`config.mk`:
```
export PLATFORM = sky130hd
export DESIGN_NAME = branch_tag_allocator
export DESIGN_NICKNAME = d
export VERILOG_FILES = /design/src/rtl/branch_tag_allocator_pkg.sv /design/src/rtl/branch_tag_allocator_free_picker.sv /design/src/rtl/branch_tag_allocator.sv
export SDC_FILE = /design/constraint.sdc
export NUM_CORES = 1
export LEC_CHECK = 0
export CAP_MARGIN = 20
export CORE_MARGIN = 2
export CORE_UTILIZATION = 55
export CTS_CLUSTER_SIZE = 10
export DETAILED_ROUTE_END_ITERATION = 7
export DONT_BUFFER_PORTS = 1
export PLACE_DENSITY = 0.67
export SLEW_MARGIN = 20
export SYNTH_ARGS = -nofsm -noshare
export SYNTH_HDL_FRONTEND = slang
export SYNTH_SLANG_ARGS = --single-unit
```
`constraint.sdc`:
```
create_clock -name clock -period 3.1 [get_ports clock]
set_input_delay 0.465 -clock clock [delete_from_list [all_inputs] [get_ports clock]]
set_output_delay 0.465 -clock clock [all_outputs]
set_load 0.01 [all_outputs]
```
`src/rtl/branch_tag_allocator_pkg.sv`:
```
// Shared branch-tag types: tag-mask width, allocator FSM states and perf counter width.
// `B_MASK_WIDTH overrides the number of branch tags (default 4).
`ifndef B_MASK_WIDTH
`define B_MASK_WIDTH 4
`endif

package sys_defs;

  localparam int unsigned B_MASK_WIDTH   = `B_MASK_WIDTH;
  localparam int unsigned PERF_CNT_WIDTH = 32;

  typedef logic [B_MASK_WIDTH-1:0] B_MASK;

  typedef enum logic {
    BTAG_IDLE,
    BTAG_RECOVER
  } BTAG_STATE_E;

  function automatic logic is_onehot(input B_MASK m);
    return (m != '0) && ((m & (m - 1'b1)) == '0);
  endfunction

endpackage

```
`src/rtl/branch_tag_allocator_free_picker.sv`:
```
// Hands out the lowest free tags to requesting lanes in lane order; grants form a prefix.
// Pure combinational.
module btag_free_picker #(
  parameter int unsigned DISPATCH_WIDTH = 2,
  parameter int unsigned B_MASK_WIDTH   = 4
) (
  input  logic [B_MASK_WIDTH-1:0]                     free_mask,
  input  logic [DISPATCH_WIDTH-1:0]                   req,
  output logic [DISPATCH_WIDTH-1:0]                   grant,
  output logic [DISPATCH_WIDTH-1:0][B_MASK_WIDTH-1:0] pick
);

  logic [B_MASK_WIDTH-1:0] remaining;
  logic                    blocked;

  always_comb begin
    remaining = free_mask;
    blocked   = 1'b0;
    grant     = '0;
    pick      = '0;
    for (int i = 0; i < int'(DISPATCH_WIDTH); i++) begin
      if (req[i] && !blocked) begin
        if (remaining != '0) begin
          // Isolate lowest set bit.
          pick[i]   = remaining & (~remaining + 1'b1);
          remaining = remaining & ~pick[i];
          grant[i]  = 1'b1;
        end else begin
          blocked = 1'b1;
        end
      end
    end
  end

endmodule

```
`src/rtl/branch_tag_allocator.sv`:
```
// Branch-tag allocator: grants one-hot b_mask tags to dispatch, frees them on resolve and
// squashes younger dependents on mispredict. Define BTAG_PERF_EN to add perf counters.
module branch_tag_allocator
  import sys_defs::*;
#(
  parameter int unsigned DISPATCH_WIDTH = 2,
  parameter int unsigned RECOVER_CYCLES = 1
) (
  input  logic                                        clock,
  input  logic                                        reset_n,
  input  logic [DISPATCH_WIDTH-1:0]                   alloc_req,
  output logic [DISPATCH_WIDTH-1:0]                   alloc_grant,
  output logic [DISPATCH_WIDTH-1:0][B_MASK_WIDTH-1:0] alloc_tag,
  output logic [DISPATCH_WIDTH-1:0][B_MASK_WIDTH-1:0] alloc_dep_mask,
  output logic [B_MASK_WIDTH-1:0]                     b_mask_live,
  input  logic                                        resolve_valid,
  input  logic [B_MASK_WIDTH-1:0]                     resolve_bmm,
  input  logic                                        resolve_mispred,
  output logic [$clog2(B_MASK_WIDTH):0]               free_count,
  output logic                                        stall
`ifdef BTAG_PERF_EN
  ,
  output logic [PERF_CNT_WIDTH-1:0]                   perf_allocs,
  output logic [PERF_CNT_WIDTH-1:0]                   perf_mispreds,
  output logic [PERF_CNT_WIDTH-1:0]                   perf_full_stalls
`endif
);

  localparam int unsigned BMW   = B_MASK_WIDTH;
  localparam int unsigned FC_W  = $clog2(BMW) + 1;
  localparam int unsigned CNT_W = (RECOVER_CYCLES > 1) ? $clog2(RECOVER_CYCLES) : 1;

  B_MASK                   live_q, live_d;
  logic [BMW-1:0][BMW-1:0] dep_q, dep_d;
  BTAG_STATE_E             state_q, state_d;
  logic [CNT_W-1:0]        cnt_q, cnt_d;
  logic [FC_W-1:0]         free_count_q, free_count_d;

  logic                    legal_resolve, good_resolve, mis_resolve, grant_en;
  B_MASK                   squash, clr_col, dep_acc;
  logic [DISPATCH_WIDTH-1:0]          req_eff, grant;
  logic [DISPATCH_WIDTH-1:0][BMW-1:0] pick;

  // Resolves of non-live or non-one-hot tags are dropped entirely.
  assign legal_resolve = resolve_valid && is_onehot(resolve_bmm) && ((resolve_bmm & live_q) != '0);
  assign good_resolve  = legal_resolve && !resolve_mispred;
  assign mis_resolve   = legal_resolve && resolve_mispred;
  assign clr_col       = good_resolve ? resolve_bmm : '0;

  assign grant_en = reset_n && (state_q == BTAG_IDLE) && !mis_resolve;
  assign req_eff  = grant_en ? alloc_req : '0;

  btag_free_picker #(
    .DISPATCH_WIDTH (DISPATCH_WIDTH),
    .B_MASK_WIDTH   (BMW)
  ) u_free_picker (
    .free_mask (~live_q),
    .req       (req_eff),
    .grant     (grant),
    .pick      (pick)
  );

  always_comb begin
    squash = resolve_bmm;
    for (int t = 0; t < int'(BMW); t++) begin
      if ((dep_q[t] & resolve_bmm) != '0) squash[t] = 1'b1;
    end
  end

  always_comb begin
    dep_acc        = live_q;
    alloc_grant    = grant;
    alloc_tag      = pick;
    alloc_dep_mask = '0;
    for (int i = 0; i < int'(DISPATCH_WIDTH); i++) begin
      if (grant[i]) alloc_dep_mask[i] = dep_acc;
      dep_acc = dep_acc | pick[i];
    end
  end

  assign stall = reset_n && ((state_q == BTAG_RECOVER) || ((alloc_req & ~grant) != '0));

  always_comb begin
    live_d = live_q;
    dep_d  = dep_q;
    if (good_resolve) begin
      live_d = live_d & ~resolve_bmm;
      for (int t = 0; t < int'(BMW); t++) dep_d[t] = dep_d[t] & ~clr_col;
    end
    if (mis_resolve) begin
      live_d = live_d & ~squash;
      for (int t = 0; t < int'(BMW); t++) begin
        if (squash[t]) dep_d[t] = '0;
      end
    end
    for (int i = 0; i < int'(DISPATCH_WIDTH); i++) begin
      if (grant[i]) begin
        live_d = live_d | pick[i];
        for (int t = 0; t < int'(BMW); t++) begin
          if (pick[i][t]) dep_d[t] = alloc_dep_mask[i] & ~clr_col;
        end
      end
    end
    free_count_d = '0;
    for (int t = 0; t < int'(BMW); t++) begin
      if (!live_d[t]) free_count_d = free_count_d + 1'b1;
    end
  end

  always_comb begin
    state_d = state_q;
    cnt_d   = cnt_q;
    unique case (state_q)
      BTAG_IDLE: begin
        if (mis_resolve) begin
          state_d = BTAG_RECOVER;
          cnt_d   = CNT_W'(RECOVER_CYCLES - 1);
        end
      end
      BTAG_RECOVER: begin
        if (mis_resolve) begin
          cnt_d = CNT_W'(RECOVER_CYCLES - 1);
        end else if (cnt_q == '0) begin
          state_d = BTAG_IDLE;
        end else begin
          cnt_d = cnt_q - 1'b1;
        end
      end
      default: state_d = BTAG_IDLE;
    endcase
  end

  always_ff @(posedge clock or negedge reset_n) begin
    if (!reset_n) begin
      live_q       <= '0;
      dep_q        <= '0;
      state_q      <= BTAG_IDLE;
      cnt_q        <= '0;
      free_count_q <= FC_W'(BMW);
    end else begin
      live_q       <= live_d;
      dep_q        <= dep_d;
      state_q      <= state_d;
      cnt_q        <= cnt_d;
      free_count_q <= free_count_d;
    end
  end

  assign b_mask_live = live_q;
  assign free_count  = free_count_q;

`ifdef BTAG_PERF_EN
  logic [PERF_CNT_WIDTH-1:0] perf_allocs_q, perf_mispreds_q, perf_full_stalls_q;
  logic [PERF_CNT_WIDTH:0]   allocs_sum;
  logic [PERF_CNT_WIDTH-1:0] grant_cnt;

  always_comb begin
    grant_cnt = '0;
    for (int i = 0; i < int'(DISPATCH_WIDTH); i++) begin
      if (grant[i]) grant_cnt = grant_cnt + 1'b1;
    end
    allocs_sum = {1'b0, perf_allocs_q} + {1'b0, grant_cnt};
  end

  always_ff @(posedge clock or negedge reset_n) begin
    if (!reset_n) begin
      perf_allocs_q      <= '0;
      perf_mispreds_q    <= '0;
      perf_full_stalls_q <= '0;
    end else begin
      perf_allocs_q <= allocs_sum[PERF_CNT_WIDTH] ? '1 : allocs_sum[PERF_CNT_WIDTH-1:0];
      if (mis_resolve && (perf_mispreds_q != '1)) perf_mispreds_q <= perf_mispreds_q + 1'b1;
      if ((alloc_req != '0) && (free_count_q == '0) && (perf_full_stalls_q != '1)) begin
        perf_full_stalls_q <= perf_full_stalls_q + 1'b1;
      end
    end
  end

  assign perf_allocs      = perf_allocs_q;
  assign perf_mispreds    = perf_mispreds_q;
  assign perf_full_stalls = perf_full_stalls_q;
`endif

`ifndef SYNTHESIS
  illegal_resolve_a: assert property (@(posedge clock) disable iff (!reset_n)
    resolve_valid |-> legal_resolve)
    else $warning("branch_tag_allocator: resolve of non-live or non-one-hot tag ignored");
`endif

endmodule
```
# ---- After elaboration in Yosys (flattened, before gate mapping)
# Cells that the tools add are included.
# Widths: inputs -> output; s select.
dict set report totals {
  wordCells 121
  inputBits 10
  ff_bits 25
  out_inout_bits 26
}
dict set report op_classes {
  add_sub_neg 7
  eq_ne 1
  reduce_logical 23
  mux 52
  bitwise_logic 30
}
# cell count
set op_table {}
lappend op_table {{$mux 4} 25}
lappend op_table {{$and 4x4->4} 17}
lappend op_table {{$mux 16} 4}
lappend op_table {{$reduce_bool 4->1} 8}
lappend op_table {{$not 4->4} 7}
lappend op_table {{$mux 1} 17}
lappend op_table {{$or 4x4->4} 3}
lappend op_table {{$add 3x1->3 const B} 3}
lappend op_table {{$logic_and 1x1->1} 9}
lappend op_table {{$mux 3} 3}
lappend op_table {{$add 4x1->4 const B} 2}
lappend op_table {{$logic_not 4->1} 1}
lappend op_table {{$pmux 1 s2} 2}
lappend op_table {{$sub 4x1->4 const B} 1}
lappend op_table {{$logic_not 1->1} 3}
lappend op_table {{$and 2x2->2} 1}
lappend op_table {{$mux 2} 1}
lappend op_table {{$ne 2x2->1 const B} 1}
lappend op_table {{$not 2->2} 1}
lappend op_table {{$reduce_bool 2->1} 1}
lappend op_table {{$logic_or 1x1->1} 1}
lappend op_table {{$not 1->1} 1}
lappend op_table {{$sub 1x1->1 const B} 1}

# ---- Longest topological paths before layout
# Gate-level depths: netlist of run 1.
dict set report logic_depth {
  depth_word 25
  depth_mapped 14
  depth_no_buf 12
}

# ---- Cells and area by module
# A second synthesis of run 1 with hierarchy kept.
dict set report unflattened {
  hier_cells 188
  hier_area_um2 1542.7
}
# module seq_area_each_um2 cells_per_inst area_per_inst_um2 n_inst
set by_module_without_submodules {}
lappend by_module_without_submodules {branch_tag_allocator 501.7 163 1390.1 1}
lappend by_module_without_submodules {btag_free_picker 0.0 25 152.6 1}

# ---- Least setup slack after synthesis of run 1
# No wires, ideal clock.
dict set report synth_path {
  path_kind {input -> register}
  from {input port resolve_bmm[3]}
  to {register free_count_q[2] (netlist: free_count[2])}
  path_buffers 2
  required_time_ns 3.025
  path_stages 13
  setup_slack_ns 0.014
  setup_time_ns 0.075
  t_arrival_ns 3.011
  path_cell_list {buf_4 > or4b_4 > o311ai_4 > and4b_1 > buf_4 > a22oi_1 > a21oi_1 > ha_1 > xor2_2 > ha_1 > inv_1 > a311oi_1 > xnor2_1}
}
dict set report synth_between {
  elab_chain_cells 25
  word_cells_on_any_way 57
  classes_between {add/sub (5); mux (21); bitwise (14); reduce/logical (17)}
}
# element line
set synth_lines {}
lappend synth_lines {{from (decl)} branch_tag_allocator.sv:17} ;# input logic [B_MASK_WIDTH-1:0] resolve_bmm,
lappend synth_lines {{$sub 4x1->4} branch_tag_allocator_pkg.sv:20} ;# return (m != '0) && ((m & (m - 1'b1)) == '0);
lappend synth_lines {{$and 4x4->4} branch_tag_allocator_pkg.sv:20}
lappend synth_lines {{$logic_not 4->1} branch_tag_allocator_pkg.sv:20}
lappend synth_lines {{$logic_and 1x1->1} branch_tag_allocator_pkg.sv:20}
lappend synth_lines {{$logic_and 1x1->1 (2 in a row)} branch_tag_allocator.sv:45} ;# assign legal_resolve = resolve_valid && is_onehot(resolve_bmm) && ((resolve_bmm & live_q) != '0);
lappend synth_lines {{$logic_and 1x1->1} branch_tag_allocator.sv:47} ;# assign mis_resolve = legal_resolve && resolve_mispred;
lappend synth_lines {{$logic_not 1->1} branch_tag_allocator.sv:50} ;# assign grant_en = reset_n && (state_q == BTAG_IDLE) && !mis_resolve;
lappend synth_lines {{$logic_and 1x1->1} branch_tag_allocator.sv:50}
lappend synth_lines {{[9 not listed]} --}
lappend synth_lines {{$mux 1} branch_tag_allocator.sv:106} ;# if (!live_d[t]) free_count_d = free_count_d + 1'b1;
lappend synth_lines {{$add 3x1->3} branch_tag_allocator.sv:106}
lappend synth_lines {{$mux 3} branch_tag_allocator.sv:106}
lappend synth_lines {{$add 3x1->3} branch_tag_allocator.sv:106}
lappend synth_lines {{$mux 3} branch_tag_allocator.sv:106}
lappend synth_lines {{$add 3x1->3} branch_tag_allocator.sv:106}
lappend synth_lines {{$mux 3 (*)} branch_tag_allocator.sv:106}
lappend synth_lines {{via free_count_d[2]} branch_tag_allocator.sv:37} ;# logic [FC_W-1:0] free_count_q, free_count_d;
lappend synth_lines {{to (signal assigned)} branch_tag_allocator.sv:139} ;# free_count_q <= FC_W'(BMW);
lappend synth_lines {{to (signal assigned)} branch_tag_allocator.sv:145} ;# free_count_q <= free_count_d;
lappend synth_lines {{to (decl)} branch_tag_allocator.sv:37}
# Mark *: on every way through the listed nets, which the timed path passes. The rest lies on a longest branch.
# A chain may end at the register's enable or synchronous reset.

==> results of run 1 <==
-- cell usage after synthesis (2+ instances only) --
master	number
a211oi_1	8
a21oi_1	24
a221oi_1	4
a22oi_1	10
and2_1	5
and3_1	4
buf_2	2
buf_4	5
clkbuf_1	8
dfrtp_1	19
ha_1	3
inv_1	14
maj3_1	2
nand2_1	18
nand2b_1	2
nand3_1	4
nor2_1	9
nor2b_1	2
nor3_1	3
nor4_1	2
o2111ai_1	2
o21ai_0	5
or4b_4	2
xnor2_1	3
xor2_1	2
-- routing by layer --
metal | wire (um) | vias to the layer above | GRT usage [%]
met5 | 0 | - | 0
met4 | 80 | 0 | 9.09
met3 | 316 | 12 | 4.40
met2 | 2000 | 66 | 40.0
met1 | 1900 | 707 | 39.4
li1 | - | 719 | -
-- registers in the layout (all words and copies together) (netlist names) --
name,cells
b_mask_live,4
dep_q,12
free_count,3
state_q,1
-- final cells by class --
cell class,instances,area (um2)
multi-input cells,143,1010
inverters,14,52.6
repair buffers,16,123
fillers,261,1040
well taps,31,38.8
clock buffers,4,36.3
flip-flops and latches,20,502
-- report_power, final --
part,internal (mW),switching [mW],leakage (nW)
logic,0.380,0.531,0.508
registers,0.384,0.0714,0.235
clock network,0.0719,0.0872,0.0210
total,0.836,0.689,0.764
-- per-stage QoR --
stage          hold slack (ns)  worst slack (ns)  utilization (%)  power (mW)
2_1_floorplan            0.169            0.0136                -        1.17
3_3_place_gp             0.170             0.189             61.2        1.33
3_5_place_dp             0.170            0.0725             61.2        1.36
4_1_cts                  0.215             0.194             62.8        1.53
5_1_grt                  0.212            0.0178             62.8        1.64
6_report                 0.217             0.222             62.8        1.52
-- worst min path at each step --
stage / from / endpoint / slack [ns] / depth (start not counted)
global placement: reset_n / dep_q[7] / 0.17 / 0
floorplan: reset_n / b_mask_live[0] / 0.17 / 0
finish: resolve_bmm[0] / dep_q[4] / 0.22 / 1
CTS: resolve_bmm[0] / dep_q[4] / 0.21 / 1
detailed placement: reset_n / dep_q[7] / 0.17 / 0
global route: resolve_bmm[1] / dep_q[13] / 0.21 / 1
-- kinds of logic (layout without fill, tap and decap cells) --
logic type / Yosys count / count (layout) / synth area share [%]
AO/OA/AOI/OAI: 71 / 71 / 32.2
AND/OR/NAND/NOR: 59 / 59 / 20.2
buffers and inverters: 31 / 34 / 8.76
flip-flops: 20 / 20 / 30.3
XOR/XNOR: 6 / 6 / 3.63
adder cells (fa/ha/maj): 5 / 5 / 3.47
multiplexers: 2 / 2 / 1.51
-- what timing repair did --
| action | in CTS | in global routing |
|---|---|---|
| hold endpoints to repair | 20 | 0 |
| gates resized for setup | 0 | 0 |
| hold buffers | 1 | 0 |
-- worst max-delay path: cells and delay by family (launching register included) --
| kind | cells | cell delay, ns |
|---|---|---|
| AND/OR/NAND/NOR | 1 | 0.06 |
| flip-flops | 1 | 0.40 |
| XOR/XNOR | 1 | 0.16 |
| buffers and inverters | 2 | 0.38 |
| AO/OA/AOI/OAI | 4 | 1.10 |
==> results by group, run 1 <==
Die
  • Die area: 3470 um2
  • Initial Util: 59.1%
  • Num rows: 19
  • Die H: 58.9 um
  • Ports: 36
  • Core area: 2810 um2
  • Die width: 58.9 um

Setup path
  • Cells on worst reg2reg path: 11
  • Crit start category: flip-flop
  • Critical Path RT: 2.63 ns
  • R2R setup slack: 0.33 ns
  • Worst path max stage delay: 0.40 ns
  • Critical Path, Cell by Cell: a22oi_1, a21oi_1, buf_4, a21oi_2, xor2_1, nand2_1, a2111oi_1, buf_4
  • Reg-to-reg endpoint: free_count[2]
  • Crit path from: b_mask_live[0]
  • WS Path Type: reg -> out
  • Worst setup path end: alloc_tag[7]
  • Arrival @ worst endpoint: 2.41 ns
  • CP Max Fanout: 5
  • Critical R2R Launch: b_mask_live[0]
  • CP Capture Type: output pin
  • Cell mode on critical path: buf_4
  • CP max-delay cell: dfrtp_1

Pwr
  • Peak supply drop: 488 uV
  • Pwr/cell area: 866 nW/um2
  • LEAKAGE: 0.764 nW

Timing
  • Final Slew Violations: 0
  • Setup TNS: 0 ns
  • Min cycle time layout: 2.88 ns
  • Max Clock Skew: 0.00640 ns
  • Worst-margin pin slew: 0.929 ns
  • Final Hold Fails: 0
  • Max-Slew Margin vs Limit: 37.9%
  • Final Setup Violations: 0
  • RSZ-0062 raised after global routing: false
  • Highest clock rate: 347 MHz
  • Tcrit/Tclk final: 92.9%

Final layout
  • Commonest non-fill, non-tap cell in the layout: a21oi_1
  • Area Overhead vs Synth: 6.34%
  • Final Cell Area: 1760 um2
  • Non-filler cells, final: 228
  • Commonest cells after routing, fill and taps aside: a21oi_1, dfrtp_1, nand2_1, buf_4, inv_1
  • Layout cell share with drive strength beyond 1: 17.8%
  • Diodes inserted: 0
  • Total Nets Final: 211

Placement
  • Dpl hpwl: 3.22 mm
  • Placer Congestion: 0.864
  • Placed inst area: 1720 um2
  • Placed Cells: 223
  • # port buffers: 0

Logic synthesis
  • Flop and latch count out of synthesis: 20
  • Ys Warns: 0
  • Area share of the largest cell type after synthesis: 28.7%
  • Mapped Area: 1660 um2
  • Async S/R FF share, synth: 100%
  • Mapped Cells: 194
  • Post-synth cell types: 57
  • Number of synthesized flops with an enable pin: 0
  • Area leader, netlist: dfrtp_1
  • Seq/Total Area, Yosys: 30.3%
  • Syn Nets: 207
  • Top_reg_cell synth: dfrtp_1
  • Syn Area/Cell: 8.54 um2
  • Top post-synthesis cells by area: dfrtp_1, a21oi_1, a22oi_1, nand2_1, a211oi_1

Global route
  • Largest net degree at the start of global routing: 21
  • First-pass GRT wire length: 7.01 mm
  • Grt ovf: 0
  • Vias in the first global route: 1,387
  • Total global-route track usage: 26.8%
  • Antenna violations before repair: 0

Clock tree
  • Post-CTS setup buffer count: 0
  • Root buffer cell: clkbuf_4
  • Max clock buf depth: 2
  • Clock-pin slew on the worst setup and hold paths: 0.12 ns
  • Clock latency on the worst-skew pair: 0.32 ns
  • CTS H-tree lvls: 1
  • Clock Sinks: 20
  • TritonCTS clock tree: yes
  • Inserted Clock Buffers: 3

Route
  • DRT Pass-1 Iters: 6
  • Via count: 1,504
  • WL/cell: 18.9 um
  • Post-route ant nets: 0
  • Starting DRT DRC Count: 140
  • # DRC: 1
  • Vias per std cell: 6.60
  • DRT Wirelength: 4.30 mm

Job
  • Maxcap violations: 0

Run status
  • Status: finished, violations left
  • Failing checks: design-rule violations

Worst hold path
  • HP Class: in -> reg
(Power assumes the default switching activity.)
==> inputs of run 2 (changes only) <==
CELL_PAD_IN_SITES_DETAIL_PLACEMENT = 0   (was not set)
CELL_PAD_IN_SITES_GLOBAL_PLACEMENT = 2   (was not set)
CORE_UTILIZATION = 37   (was 55)
PLACE_DENSITY = 0.77   (was 0.67)
==> results by group, run 2 (same netlist as run 1, synthesis figures left out) <==
Run status
  • Status: finished clean

Setup path
  • CP max-delay cell: dfrtp_1
  • CP Max Fanout: 7 (+2)
  • Critical Path RT: 2.63 ns (about the same)
  • Arrival @ worst endpoint: 2.33 ns (-0.08 ns)
  • Top delay family on crit path: compound AO/OA/AOI/OAI gates
  • Critical R2R Launch: b_mask_live[2]
  • Reg-to-reg endpoint: free_count[2]
  • Cells on worst reg2reg path: 11 (unchanged)
  • Crit path from: b_mask_live[2]
  • Worst setup path end: alloc_tag[7]
  • Crit start category: flip-flop
  • Critical path buffers and inverters: 3 (+1)
  • CP Capture Type: output pin
  • R2R setup slack: 0.41 ns (+0.08 ns)
  • Stages on worst setup path: 8 (unchanged)
  • Cell mode on critical path: buf_4
  • WS Path Type: reg -> out
  • Worst path max stage delay: 0.39 ns (about the same)
  • Critical Path, Cell by Cell: a22oi_1, a21oi_1, buf_4, a21oi_2, buf_4, o211ai_1, a2111oi_1, buf_4

Die
  • Initial Util: 38.3% (-21 points)
  • Die H: 70.9 um (+20%)
  • Die area: 5030 um2 (+45%)
  • Num rows: 24 (+5)
  • Core area: 4320 um2 (+54%)
  • Ports: 36 (unchanged)
  • Die width: 70.9 um (+20%)

Pwr
  • Switching power: 0.699 mW (+1.4%)
  • Total power: 1.58 mW (+3.5%)
  • Net Sw Frac: 44.3% (-0.89 points)
  • Comb pwr share: 57.7% (-2.0 points)
  • Flop pwr share: 29.7% (-0.2 points)
  • LEAKAGE: 0.777 nW (+1.7%)
  • Peak supply drop: 623 uV (+28%)
  • Pint: 0.878 mW (+5.1%)
  • Clk network pwr share: 12.7% (+2.3 points)
  • Pwr/cell area: 867 nW/um2 (+0.18%)

Clock tree
  • Post-CTS setup buffer count: 0 (unchanged)
  • Clock latency on the worst-skew pair: 0.26 ns (-0.06 ns)
  • Inserted Clock Buffers: 3 (unchanged)
  • TritonCTS clock tree: yes
  • Clock-pin slew on the worst setup and hold paths: 0.07 ns (-0.05 ns)
  • CTS H-tree lvls: 1 (unchanged)
  • Clock Sinks: 20 (unchanged)
  • Root buffer cell: clkbuf_8
  • Max clock buf depth: 2 (unchanged)

Timing
  • Worst-margin pin slew: 0.961 ns (+0.0320 ns)
  • Final Hold Fails: 0 (unchanged)
  • RSZ-0062 raised after global routing: false
  • Tcrit/Tclk final: 90.1% (-2.8 points)
  • Min cycle time layout: 2.79 ns (-0.0867 ns)
  • Highest clock rate: 358 MHz (+3.1%)
  • Hold Slack: 0.0419 ns (-0.175 ns)
  • Final Slew Violations: 0 (unchanged)
  • Setup TNS: 0 ns (unchanged)
  • Max-Slew Margin vs Limit: 35.5% (-2.3 points)
  • Max Clock Skew: 0.00324 ns (-0.00316 ns)
  • Final Setup Violations: 0 (unchanged)

Final layout
  • Commonest cells after routing, fill and taps aside: a21oi_1, dfrtp_1, nand2_1, buf_4, inv_1
  • Diodes inserted: 0 (unchanged)
  • Area Overhead vs Synth: 9.82%
  • Layout cell share with drive strength beyond 1: 18.7% (+0.92 points)
  • Total Nets Final: 212 (+0.47%)
  • Commonest non-fill, non-tap cell in the layout: a21oi_1
  • Top reg by flops: dep_q
  • Non-filler cells, final: 250 (+9.6%)
  • Finished Core Util: 42.1% (-21 points)
  • Largest register FFs: 12 (unchanged)

Worst hold path
  • HP Class: in -> async

Route
  • WL/cell: 19.4 um (+3.1%)
  • Via count: 1,548 (+2.9%)
  • DRT Pass-1 Iters: 5 (-1)
  • DRT Wirelength: 4.86 mm (+13%)
  • Vias per std cell: 6.19 (-6.1%)
  • Starting DRT DRC Count: 141 (+0.71%)
  • # DRC: 0 (-1)
  • Post-route ant nets: 0 (unchanged)

Global route
  • First-pass GRT wire length: 8.21 mm (+17%)
  • Antenna violations before repair: 0 (unchanged)
  • Total global-route track usage: 20.6% (-6.2 points)
  • Vias in the first global route: 1,524 (+9.9%)
  • Largest net degree at the start of global routing: 20 (-4.8%)
  • Grt ovf: 0 (unchanged)

Placement
  • Dpl hpwl: 3.64 mm (+13%)
  • Placed Cells: 245 (+9.9%)
  • # port buffers: 0 (unchanged)
  • Placer Congestion: 0.809 (-6.4%)

Job
  • Maxcap violations: 0 (unchanged)
==> run 2: cell count changes in the layout (fill, tap and decap cells not counted) <==
cell      previous run  this run
a22oi_1             10         9
clkbuf_4             3         0
clkbuf_8             1         4
buf_4               15        16
a22oi_2              0         1
==> run 2: power by group through the flow <==
stage | logic (mW) | registers (mW) | clock network (mW)
after floorplan | 0.714 | 0.461 | 0
after global placement | 0.890 | 0.465 | 0
after detailed placement | 0.908 | 0.465 | 0
after CTS | 0.916 | 0.462 | 0.206
after global routing | 1.02 | 0.481 | 0.224
final | 0.910 | 0.468 | 0.200
==> run 2: worst min-delay path by stage <==
stage,startpoint,endpoint,slack (ns),cells past startpoint
after floorplan,reset_n,b_mask_live[0],0.17,0
after global placement,reset_n,dep_q[7],0.17,0
after detailed placement,reset_n,dep_q[7],0.17,0
after CTS,reset_n,free_count[2],0.04,0
after global routing,reset_n,free_count[2],0.02,0
final,reset_n,free_count[2],0.04,0
==> run 2: area by class of cell <==
class / count / area (um2)
Fill cell: 450 / 2500
Timing Repair Buffer: 17 / 130
Inverter: 14 / 52.6
Tap cell: 52 / 65.1
Sequential cell: 20 / 502
Multi-Input combinational cell: 143 / 1010
Clock buffer: 4 / 55.1
==> run 2: what timing repair did <==
| action | CTS | global route |
|---|---|---|
| endpoints found under the hold margin | 19 | 0 |
| setup endpoints to repair | 0 | 1 |
| resized for setup | 0 | 1 |
| hold buffers | 1 | 0 |
==> run 2: metrics by stage <==
stage / cell area [um2] / setup WS, ns
global placement: 1750 / 0.160
CTS: 1810 / 0.236
global route: 1820 / 0.0628
finish: 1820 / 0.308
detailed placement: 1750 / 0.0719
floorplan: 1660 / 0.0136
==> run 2: worst register-to-register path, cell delays in order, from the launching register on <==
cell	delay (ns)
dfrtp_1	0.39
a22oi_1	0.27
a21oi_1	0.16
a21bo_1	0.24
a211oi_1	0.24
a21oi_1	0.10
ha_1	0.34
xor2_2	0.20
ha_1	0.16
inv_1	0.04
a311oi_1	0.31
xnor2_1	0.16
==> run 2: routing by layer <==
layer / vias to the layer above / share of wire [%] / track usage (%)
met5: - / 0 / 0
met4: 0 / 0.97 / 4.40
met3: 7 / 5.9 / 4.42
met2: 48 / 49 / 33.0
met1: 772 / 44 / 28.9
li1: 721 / - / -
